==> config.mk <==
export PLATFORM = sky130hd
export DESIGN_NAME = build_info_tx
export DESIGN_NICKNAME = d
export VERILOG_FILES = /design/src/rtl/build_info_pkg.sv /design/src/rtl/build_info_snap.sv /design/src/rtl/build_info_tx.sv
export SDC_FILE = /design/constraint.sdc
export NUM_CORES = 1
export LEC_CHECK = 0
export ABC_AREA = 0
export CELL_PAD_IN_SITES_DETAIL_PLACEMENT = 0
export CELL_PAD_IN_SITES_GLOBAL_PLACEMENT = 1
export CORE_MARGIN = 2
export CORE_UTILIZATION = 39
export DETAILED_ROUTE_END_ITERATION = 8
export HOLD_SLACK_MARGIN = 0.05
export PLACE_DENSITY_LB_ADDON = 0.12
export SETUP_SLACK_MARGIN = 0.02
export SYNTH_ARGS = -nofsm -noshare
export SYNTH_HDL_FRONTEND = slang
export SYNTH_HIERARCHICAL = 1
export SYNTH_SLANG_ARGS = --single-unit
==> constraint.sdc <==
create_clock -name clk100 -period 5.4 [get_ports clk100]
set_input_delay 1.08 -clock clk100 [delete_from_list [all_inputs] [get_ports clk100]]
set_output_delay 1.08 -clock clk100 [all_outputs]
set_load 0.005 [all_outputs]
==> src/rtl/build_info_pkg.sv <==
// build_info_pkg
// Shared definitions for the build-info frame transmitter: the frame FSM
// state type, the default frame start marker, per-source field sizes,
// byte-index landmarks inside a source record, the frame-length function
// and the running checksum helper.
package build_info_pkg;

    typedef enum logic [2:0] {
        IDLE  = 3'd0,
        SYNC  = 3'd1,
        COUNT = 3'd2,
        IDX   = 3'd3,
        HASH  = 3'd4,
        TS    = 3'd5,
        CSUM  = 3'd6
    } state_t;

    localparam logic [7:0] SYNC_BYTE_DEFAULT = 8'hA5;
    localparam int         HASH_BYTES        = 32'sd8;
    localparam int         TS_BYTES          = 32'sd4;

    // Byte index inside one source record: 0..7 hash bytes, 8..11 timestamp bytes.
    localparam logic [3:0] HASH_LAST = 4'd7;
    localparam logic [3:0] TS_FIRST  = 4'd8;
    localparam logic [3:0] TS_LAST   = 4'd11;

    // Sync + count + per source (index + hash + timestamp) + checksum.
    function automatic int frame_len(input int num_src);
        return num_src * (HASH_BYTES + TS_BYTES + 32'sd1) + 32'sd3;
    endfunction

    // Modulo-256 accumulation of one transmitted byte.
    function automatic logic [7:0] csum_add(input logic [7:0] acc, input logic [7:0] b);
        return acc + b;
    endfunction

endpackage

==> src/rtl/build_info_snap.sv <==
// build_info_snap
// Snapshot register bank for all build-info sources, captured on frame
// start so that input changes mid-frame never leak into a frame, plus a
// byte-select mux addressed by source index and record byte index.
// Ports:
//   clk100, rst       - clock, synchronous active-high reset
//   load_i            - capture all sources this cycle
//   git_hash_i        - NUM_SRC x 64-bit git hashes
//   timestamp_i       - NUM_SRC x 32-bit build timestamps
//   src_sel_i         - source index to read
//   byte_sel_i        - record byte: 0..7 hash MSB first, 8..11 timestamp MSB first
//   byte_o            - selected snapshot byte (combinational)
module build_info_snap
    import build_info_pkg::*;
#(
    parameter int NUM_SRC = 4
) (
    input  logic                     clk100,
    input  logic                     rst,
    input  logic                     load_i,
    input  logic [NUM_SRC-1:0][63:0] git_hash_i,
    input  logic [NUM_SRC-1:0][31:0] timestamp_i,
    input  logic [3:0]               src_sel_i,
    input  logic [3:0]               byte_sel_i,
    output logic [7:0]               byte_o
);

    logic [NUM_SRC-1:0][63:0] hash_r;
    logic [NUM_SRC-1:0][31:0] ts_r;
    logic [63:0]              hash_sel_s;
    logic [31:0]              ts_sel_s;

    // Capture every source when a frame is accepted.
    always_ff @(posedge clk100) begin
        if (rst) begin
            hash_r <= '0;
            ts_r   <= '0;
        end else if (load_i) begin
            hash_r <= git_hash_i;
            ts_r   <= timestamp_i;
        end
    end

    // AND-OR source mux; indices beyond NUM_SRC-1 read as zero.
    always_comb begin
        hash_sel_s = 64'h0;
        ts_sel_s   = 32'h0;
        for (int i = 0; i < NUM_SRC; i++) begin
            hash_sel_s = hash_sel_s | ({64{src_sel_i == 4'(i)}} & hash_r[i]);
            ts_sel_s   = ts_sel_s   | ({32{src_sel_i == 4'(i)}} & ts_r[i]);
        end
    end

    // Pick the record byte, most significant byte first within each field.
    always_comb begin
        case (byte_sel_i)
            4'd0:    byte_o = hash_sel_s[63:56];
            4'd1:    byte_o = hash_sel_s[55:48];
            4'd2:    byte_o = hash_sel_s[47:40];
            4'd3:    byte_o = hash_sel_s[39:32];
            4'd4:    byte_o = hash_sel_s[31:24];
            4'd5:    byte_o = hash_sel_s[23:16];
            4'd6:    byte_o = hash_sel_s[15:8];
            4'd7:    byte_o = hash_sel_s[7:0];
            4'd8:    byte_o = ts_sel_s[31:24];
            4'd9:    byte_o = ts_sel_s[23:16];
            4'd10:   byte_o = ts_sel_s[15:8];
            4'd11:   byte_o = ts_sel_s[7:0];
            default: byte_o = 8'h00;
        endcase
    end

endmodule

==> src/rtl/build_info_tx.sv <==
// build_info_tx
// Serialises the build information of NUM_SRC sources into one byte frame
// for a UART transmitter: SYNC_BYTE, NUM_SRC, then per source the index,
// 8 hash bytes and 4 timestamp bytes (MSB first), then a modulo-256
// checksum of every byte after SYNC_BYTE. Sits between the user_init
// sources and the UART click transmitter.
// Ports:
//   clk100, rst            - clock, synchronous active-high reset
//   git_hash_i/timestamp_i - per-source build info (0 scripts, 1 top, 2 uart, 3 lcd)
//   start_i                - one-cycle frame request, ignored while busy
//   tx_data_o/tx_valid_o   - byte stream, held stable until tx_ready_i
//   tx_ready_i             - transmitter accepts the byte
//   busy_o                 - frame in progress
//   done_o                 - one-cycle pulse after the checksum handshake
//   frame_cnt_o            - completed frames, wrapping
module build_info_tx
    import build_info_pkg::*;
#(
    parameter int         NUM_SRC   = 4,
    parameter logic [7:0] SYNC_BYTE = SYNC_BYTE_DEFAULT
) (
    input  logic                     clk100,
    input  logic                     rst,
    input  logic [NUM_SRC-1:0][63:0] git_hash_i,
    input  logic [NUM_SRC-1:0][31:0] timestamp_i,
    input  logic                     start_i,
    output logic [7:0]               tx_data_o,
    output logic                     tx_valid_o,
    input  logic                     tx_ready_i,
    output logic                     busy_o,
    output logic                     done_o,
    output logic [15:0]              frame_cnt_o
);

    localparam logic [3:0] LAST_SRC  = 4'(NUM_SRC - 1);
    localparam logic [7:0] SRC_COUNT = 8'(NUM_SRC);

    state_t      state_r, state_next_s;
    logic [3:0]  src_r, src_next_s;
    logic [3:0]  byte_r, byte_next_s;
    logic [7:0]  csum_r, csum_next_s;
    logic [7:0]  data_r, data_next_s;
    logic        valid_r, busy_r, done_r, done_next_s;
    logic [15:0] frame_cnt_r;
    logic        hs_s, load_s;
    logic [7:0]  snap_byte_s;

    assign hs_s   = valid_r & tx_ready_i;
    // Only IDLE accepts a start, which also drops a start coinciding with the checksum handshake.
    assign load_s = (state_r == IDLE) & start_i;

    // The mux is addressed with the next counters so the byte is ready as a registered output.
    build_info_snap #(
        .NUM_SRC (NUM_SRC)
    ) u_snap (
        .clk100      (clk100),
        .rst         (rst),
        .load_i      (load_s),
        .git_hash_i  (git_hash_i),
        .timestamp_i (timestamp_i),
        .src_sel_i   (src_next_s),
        .byte_sel_i  (byte_next_s),
        .byte_o      (snap_byte_s)
    );

    // Next state, source index and record byte index; advance only on handshake.
    always_comb begin
        state_next_s = state_r;
        src_next_s   = src_r;
        byte_next_s  = byte_r;
        done_next_s  = 1'b0;
        case (state_r)
            IDLE: begin
                if (start_i) begin
                    state_next_s = SYNC;
                    src_next_s   = 4'd0;
                    byte_next_s  = 4'd0;
                end else begin
                    state_next_s = IDLE;
                end
            end
            SYNC: begin
                if (hs_s) state_next_s = COUNT;
                else      state_next_s = SYNC;
            end
            COUNT: begin
                if (hs_s) state_next_s = IDX;
                else      state_next_s = COUNT;
            end
            IDX: begin
                if (hs_s) begin
                    state_next_s = HASH;
                    byte_next_s  = 4'd0;
                end else begin
                    state_next_s = IDX;
                end
            end
            HASH: begin
                if (hs_s) begin
                    if (byte_r == HASH_LAST) begin
                        state_next_s = TS;
                        byte_next_s  = TS_FIRST;
                    end else begin
                        byte_next_s  = byte_r + 4'd1;
                    end
                end else begin
                    state_next_s = HASH;
                end
            end
            TS: begin
                if (hs_s) begin
                    if (byte_r == TS_LAST) begin
                        if (src_r == LAST_SRC) begin
                            state_next_s = CSUM;
                        end else begin
                            state_next_s = IDX;
                            src_next_s   = src_r + 4'd1;
                        end
                    end else begin
                        byte_next_s = byte_r + 4'd1;
                    end
                end else begin
                    state_next_s = TS;
                end
            end
            CSUM: begin
                if (hs_s) begin
                    state_next_s = IDLE;
                    done_next_s  = 1'b1;
                end else begin
                    state_next_s = CSUM;
                end
            end
            default: state_next_s = IDLE;
        endcase
    end

    // Next outgoing byte; the checksum accumulates each byte as it is loaded.
    always_comb begin
        data_next_s = data_r;
        csum_next_s = csum_r;
        if (load_s) begin
            data_next_s = SYNC_BYTE;
            csum_next_s = 8'h00;
        end else if (hs_s) begin
            case (state_next_s)
                COUNT: begin
                    data_next_s = SRC_COUNT;
                    csum_next_s = csum_add(csum_r, SRC_COUNT);
                end
                IDX: begin
                    data_next_s = {4'h0, src_next_s};
                    csum_next_s = csum_add(csum_r, {4'h0, src_next_s});
                end
                HASH, TS: begin
                    data_next_s = snap_byte_s;
                    csum_next_s = csum_add(csum_r, snap_byte_s);
                end
                CSUM:    data_next_s = csum_r;
                default: data_next_s = 8'h00;
            endcase
        end else begin
            data_next_s = data_r;
        end
    end

    // Frame sequencer and registered stream outputs.
    always_ff @(posedge clk100) begin
        if (rst) begin
            state_r <= IDLE;
            src_r   <= 4'd0;
            byte_r  <= 4'd0;
            csum_r  <= 8'h00;
            data_r  <= 8'h00;
            valid_r <= 1'b0;
            busy_r  <= 1'b0;
            done_r  <= 1'b0;
        end else begin
            state_r <= state_next_s;
            src_r   <= src_next_s;
            byte_r  <= byte_next_s;
            csum_r  <= csum_next_s;
            data_r  <= data_next_s;
            valid_r <= (state_next_s != IDLE);
            busy_r  <= (state_next_s != IDLE);
            done_r  <= done_next_s;
        end
    end

    // Completed-frame counter, wrapping naturally at 16 bits.
    always_ff @(posedge clk100) begin
        if (rst) begin
            frame_cnt_r <= 16'h0000;
        end else if (done_next_s) begin
            frame_cnt_r <= frame_cnt_r + 16'd1;
        end
    end

    assign tx_data_o   = data_r;
    assign tx_valid_o  = valid_r;
    assign busy_o      = busy_r;
    assign done_o      = done_r;
    assign frame_cnt_o = frame_cnt_r;

endmodule
Word-level counts from Yosys, hierarchy flattened
Cells that the tools add are included.
- output and inout bits: 27
- word-level logic and storage cells: 106
- bits in registers: 429
- reduce and logical (&&, ||, !) cells: 9
- bitwise logic cells: 16
- mux-type cells: 30
- $add $sub $neg: 6
- eq/ne operators: 28
- operator list (kind ; count):
    $and 64x64->64 ; 4
    $or 64x64->64 ; 3
    $and 32x32->32 ; 4
    $or 32x32->32 ; 3
    $pmux 8 s12 ; 1
    $mux 4 ; 10
    $pmux 8 s4 ; 1
    $pmux 8 s3 ; 1
    $mux 3 ; 7
    $pmux 3 s7 ; 1
    $eq 4x2->1 const B ; 5
    $eq 4x3->1 const B ; 5
    $eq 4x4->1 const B ; 5
    $eq 3x3->1 const B ; 6
    $add 16x1->16 const B ; 1
    $mux 8 ; 2
    $pmux 4 s4 ; 1
    $eq 3x2->1 const B ; 4
    $add 4x1->4 const B ; 2
    $add 8x3->8 const B ; 1
    $add 8x4->8 ; 1
    $add 8x8->8 ; 1
    $eq 4x1->1 const B ; 2
    $logic_not 4->1 ; 2
    10 further kinds ; 16

Longest topological paths before layout
- depth after elaboration: 14
- mapped depth: 25

Hierarchy
Netlist, hierarchy kept.
- by module, submodules not included (module ; area each (µm²) ; instances ; cells each):
    build_info_snap ; 16737.3 ; 1 ; 1653
    build_info_tx ; 2884.0 ; 1 ; 352

Worst setup path after synthesis
Ideal clock, no wire load.
- kind: in2reg
- start: input start_i
- end: register csum_r[6]
- setup time: 74 ps
- path slack: 559 ps
- buffers on the path: 3
- arrival: 4767 ps
- cell stages on the path: 23
- required time: 5326 ps
- cell sequence: or3b_1 > a21o_1 > o21bai_1 > a22oi_1 > inv_1 > or3_1 > buf_2 > buf_2 > clkbuf_1 > o22ai_1 > a22oi_1 > nand3_1 > nand2_1 > o21ai_0 > ha_1 > inv_1 > fa_1 > nor2b_1 > o31a_1 > o21a_1 > nor3_1 > nand3b_1 > a31oi_1
- longest elaborated chain between the ends: 10
- elaborated cells between the ends (all ways): 49
- classes of those cells: add/sub: 2; eq/ne: 18; mux: 8; bitwise: 15; reduce/logical: 6
- ends and longest elaborated chain (element ; RTL line ; text):
    from (decl) ; build_info_tx.sv:26 ; input logic start_i,
    $mux 4 (*) ; build_info_tx.sv:74 ; if (start_i) begin
    $pmux 4 s2 (*) ; build_info_tx.sv:72 ; case (state_r)
    named net src_next_s[1] ; build_info_tx.sv:39 ; logic [3:0] src_r, src_next_s;
    $eq 4x1->1 / $logic_not 4->1 (equally long branches) ; build_info_snap.sv:49, build_info_snap.sv:50 ;
    $and 32x32->32 / $and 64x64->64 (equally long branches) ; build_info_snap.sv:50, build_info_snap.sv:49 ;
    $or 32x32->32 / $or 64x64->64 (equally long branches) (3 in series) ; build_info_snap.sv:50, build_info_snap.sv:49 ;
    $pmux 8 s12 (*) ; build_info_snap.sv:56 ; case (byte_sel_i)
    named net snap_byte_s[0] ; build_info_tx.sv:46 ; logic [7:0] snap_byte_s;
    $add 8x8->8 (*) ; build_info_pkg.sv:34 ; return acc + b;
    $pmux 8 s3 (*) ; build_info_tx.sv:146 ; case (state_next_s)
    to (signal assigned) ; build_info_tx.sv:182 ; csum_r <= csum_next_s;
    to (decl) ; build_info_tx.sv:41 ; logic [7:0] csum_r, csum_next_s;
The timed path passes the listed nets; every way through them passes the cells marked *.
A chain may end at the register's enable or synchronous reset.

Worst setup path in the final report
Same ends and word-level chain as after synthesis.

==> results.json <==
{
  "drc": 0,
  "critPathMaxFanout": 30,
  "finClkSkew_ps": 17.3,
  "async_flop_share_pct": 0,
  "vias_per_cell": 5.18,
  "cts_buffers": 48,
  "relSlewSlack_pct": 32.6,
  "crit_slowest_cell": "clkdlybuf4s50_1",
  "track_usage_pct": 24.8,
  "drt-pass1-iter-count": 5,
  "grt_max_degree": 141,
  "worstHoldPathCells": 2,
  "rows": 82,
  "grt_first_pass_wirelength_um": 101000,
  "p_leak_nw": 10.3,
  "die_w_um": 228,
  "switching_share_pct": 28.6,
  "setup_viol": 0,
  "cpPeakStageDelay_ps": 490,
  "cts.sinks": 429,
  "start_kind": "input pin",
  "initialDrtViolationCount": 1188,
  "clk_pin_slew_ps": 60,
  "worstMarginPinSlew_ps": 1010,
  "routed_wl_um": 66800,
  "synth_edf_count": 0,
  "numPortBuffers": 414,
  "seq_power_share_pct": 40.9,
  "fin_nets": 2919,
  "maxSlewViolCount": 0,
  "clk_latency_ps": 580,
  "core-area_um2": 49900,
  "final_antenna_net_count": 0,
  "p_per_area_nw_per_um2": 341,
  "clockRootBuffer": "clkbuf_16",
  "drive_above_1_share_pct": 12.4,
  "syn_inst": 2005,
  "synth_cell_types": 72,
  "r2r.worst_path.cells": 24,
  "final_common_cell": "mux2i_1",
  "fin_crit_sh_pct": 95.8,
  "tritoncts": "yes",
  "fmax_ghz": 0.193,
  "r2r_slack_ps": 320,
  "die_y_um": 228,
  "place_inst": 3138,
  "vias": 16706,
  "mostFrequentLayoutCells": "580 x mux2i_1, 429 x dfxtp_1, 421 x nor2_1, 413 x clkdlybuf4s50_1, 181 x buf_4",
  "peakVddDrop_uv": 221,
  "p_comb_share_pct": 25.0,
  "rsz0062_at_grt": "true",
  "syn_area_per_cell_um2": 9.79,
  "min_path_type": "reg2reg",
  "arrival_ps": 5680,
  "clockBufferDepth": 3,
  "place_hpwl_um": 49400,
  "cp-end-kind": "register",
  "synth_fp_nets": 2405,
  "wl_per_cell_um": 20.7,
  "htreeDepth": 2,
  "overflow": 0,
  "worst_ep_required_time_ps": 5900,
  "path_cells": "clkdlybuf4s50_1, or3b_4, a21o_1, o21bai_1, a22oi_2, inv_1, or3_4, buf_12, buf_4, o22ai_1, a22oi_1, and4_1, nand3_1, nand2_1, o21ai_0, ha_1, buf_4, o21a_1, o31a_1, o21a_1, o21ai_0, nand3b_1, a31oi_1",
  "synth_warnings": 6,
  "crit_type": "in2reg",
  "period_minus_slack_ps": 5170,
  "pin_count": 415,
  "initial_core_util_pct": 39.4,
  "seq_area_frac_synth_pct": 43.8,
  "dieArea_um2": 52100,
  "hold_violations": 0,
  "setup_tns_ps": 0,
  "place_congestion": 0.876,
  "synth_seq_cells": 429,
  "drv_cap": 0,
  "hold_buffers": 0,
  "instances_no_fill": 3224,
  "syn2layout_area_growth_pct": 38.9,
  "outcome": "finished clean",
  "clkPwrFrac_pct": 34.1,
  "antenna_found_initial": 18,
  "ys_dominant_reg_cell": "dfxtp_1",
  "p_switching_mw": 2.66,
  "grt_pass1_vias": 16598,
  "internal_power_mw": 6.63,
  "synthesis.area_um2": 19600
}
## per-stage QoR
step	hold WS (ps)	setup slack [ps]	util, %	total power, mW	area [um2]
global placement	457	-476	51.2	6.13	25500
detailed placement	462	-483	51.2	6.17	25500
CTS	471	111	54.2	9.37	27000
global route	491	21.2	54.7	9.73	27300
floorplan	448	559	-	5.28	19600
finish	468	226	54.7	9.29	27300
## cell families (layout without fill, tap and decap cells)
family | Yosys count | in the layout | share of synthesized area (%)
AO/OA/AOI/OAI | 249 | 249 | 8.76
XOR/XNOR | 13 | 13 | 0.580
adder cells (fa/ha/maj) | 12 | 12 | 0.803
buffers and inverters | 162 | 707 | 4.04
flip-flops | 429 | 429 | 43.8
multiplexers | 584 | 584 | 29.8
other | 0 | 2 | 0
AND/OR/NAND/NOR | 556 | 556 | 12.2
## registers in the layout, summed over array words and instances (netlist names)
register       count
busy_o             1
u_snap/hash_r    256
frame_cnt_o       16
tx_data_o          8
src_r              4
u_snap/ts_r      128
state_r            3
byte_r             4
done_o             1
csum_r             8
## power by group through the flow
stage	combinational, mW	sequential (mW)	clock [mW]
2_1_floorplan	1.49	3.79	0
3_3_place_gp	2.27	3.86	0
3_5_place_dp	2.29	3.87	0
4_1_cts	2.31	3.80	3.26
5_1_grt	2.50	3.85	3.38
6_report	2.32	3.80	3.17
## synthesized netlist by cell type (3+ instances only)
| cell | number | area (um2) |
|---|---|---|
| a22oi_1 | 51 | 383 |
| buf_4 | 13 | 97.6 |
| nand3_1 | 25 | 125 |
| buf_2 | 65 | 325 |
| o22ai_1 | 99 | 619 |
| xor2_1 | 9 | 78.8 |
| or3_1 | 7 | 43.8 |
| and4_1 | 9 | 78.8 |
| nand3b_1 | 4 | 30.0 |
| a21oi_1 | 28 | 140 |
| and2_1 | 7 | 43.8 |
| nand2b_1 | 6 | 37.5 |
| nor3_1 | 6 | 30.0 |
| buf_6 | 7 | 78.8 |
| nand4_1 | 7 | 43.8 |
| mux2i_1 | 582 | 5830 |
| a211oi_1 | 4 | 30.0 |
| a21o_1 | 4 | 30.0 |
| nor2_1 | 422 | 1580 |
| xnor2_1 | 4 | 35.0 |
| clkbuf_1 | 59 | 221 |
| a22o_1 | 4 | 35.0 |
| nor2b_1 | 11 | 68.8 |
| a31oi_1 | 5 | 31.3 |
| dfxtp_1 | 429 | 8590 |
| nor3_2 | 5 | 50.1 |
| a222oi_1 | 3 | 30.0 |
| ha_1 | 11 | 138 |
| inv_1 | 14 | 52.6 |
| and3_1 | 6 | 37.5 |
| nand2_1 | 25 | 93.8 |
| o21a_1 | 3 | 22.5 |
| o21ai_0 | 19 | 95.1 |
## routing by layer
layer | global-route usage [%] | wire length [um]
met2 | 38.7 | 29500
met5 | 0 | 185
met3 | 5.93 | 4410
met1 | 34.1 | 30900
met4 | 7.41 | 1810
## path summary, 6_finish.rpt
path	start	to
hold reg to reg	tx_data_o[6]$_SDFFE_PP0P_	tx_data_o[6]$_SDFFE_PP0P_
setup reg to reg	byte_r[0]$_SDFF_PP0_	csum_r[7]$_SDFFE_PP0P_
setup / recovery	start_i	csum_r[6]$_SDFFE_PP0P_
hold / removal	tx_data_o[6]$_SDFFE_PP0P_	tx_data_o[6]$_SDFFE_PP0P_
## worst max-delay path, delay by kind of cell
kind	cells	cell delay, ps
buffers and inverters	5	1160
and+or+nand+nor	6	1320
adders and majority gates	1	280
AOI/OAI and AO/OA	11	1810
## what timing repair did
action	4_1_cts	5_1_grt
resized for setup	0	31
setup endpoints to repair	0	6
buffers inserted	0	2
## cell type report
type                       count  area (um2)
inverter                      14        60.1
timing repair buffer         612        5860
multi-input combinational   1414       10400
clock inverter                 4        47.5
clock buffer                  77        1450
tap                          672         841
sequential                   429        8590
antenna                        2        5.00
fill                        4603       22600
Note: power is estimated with default switching activity, not from simulation.
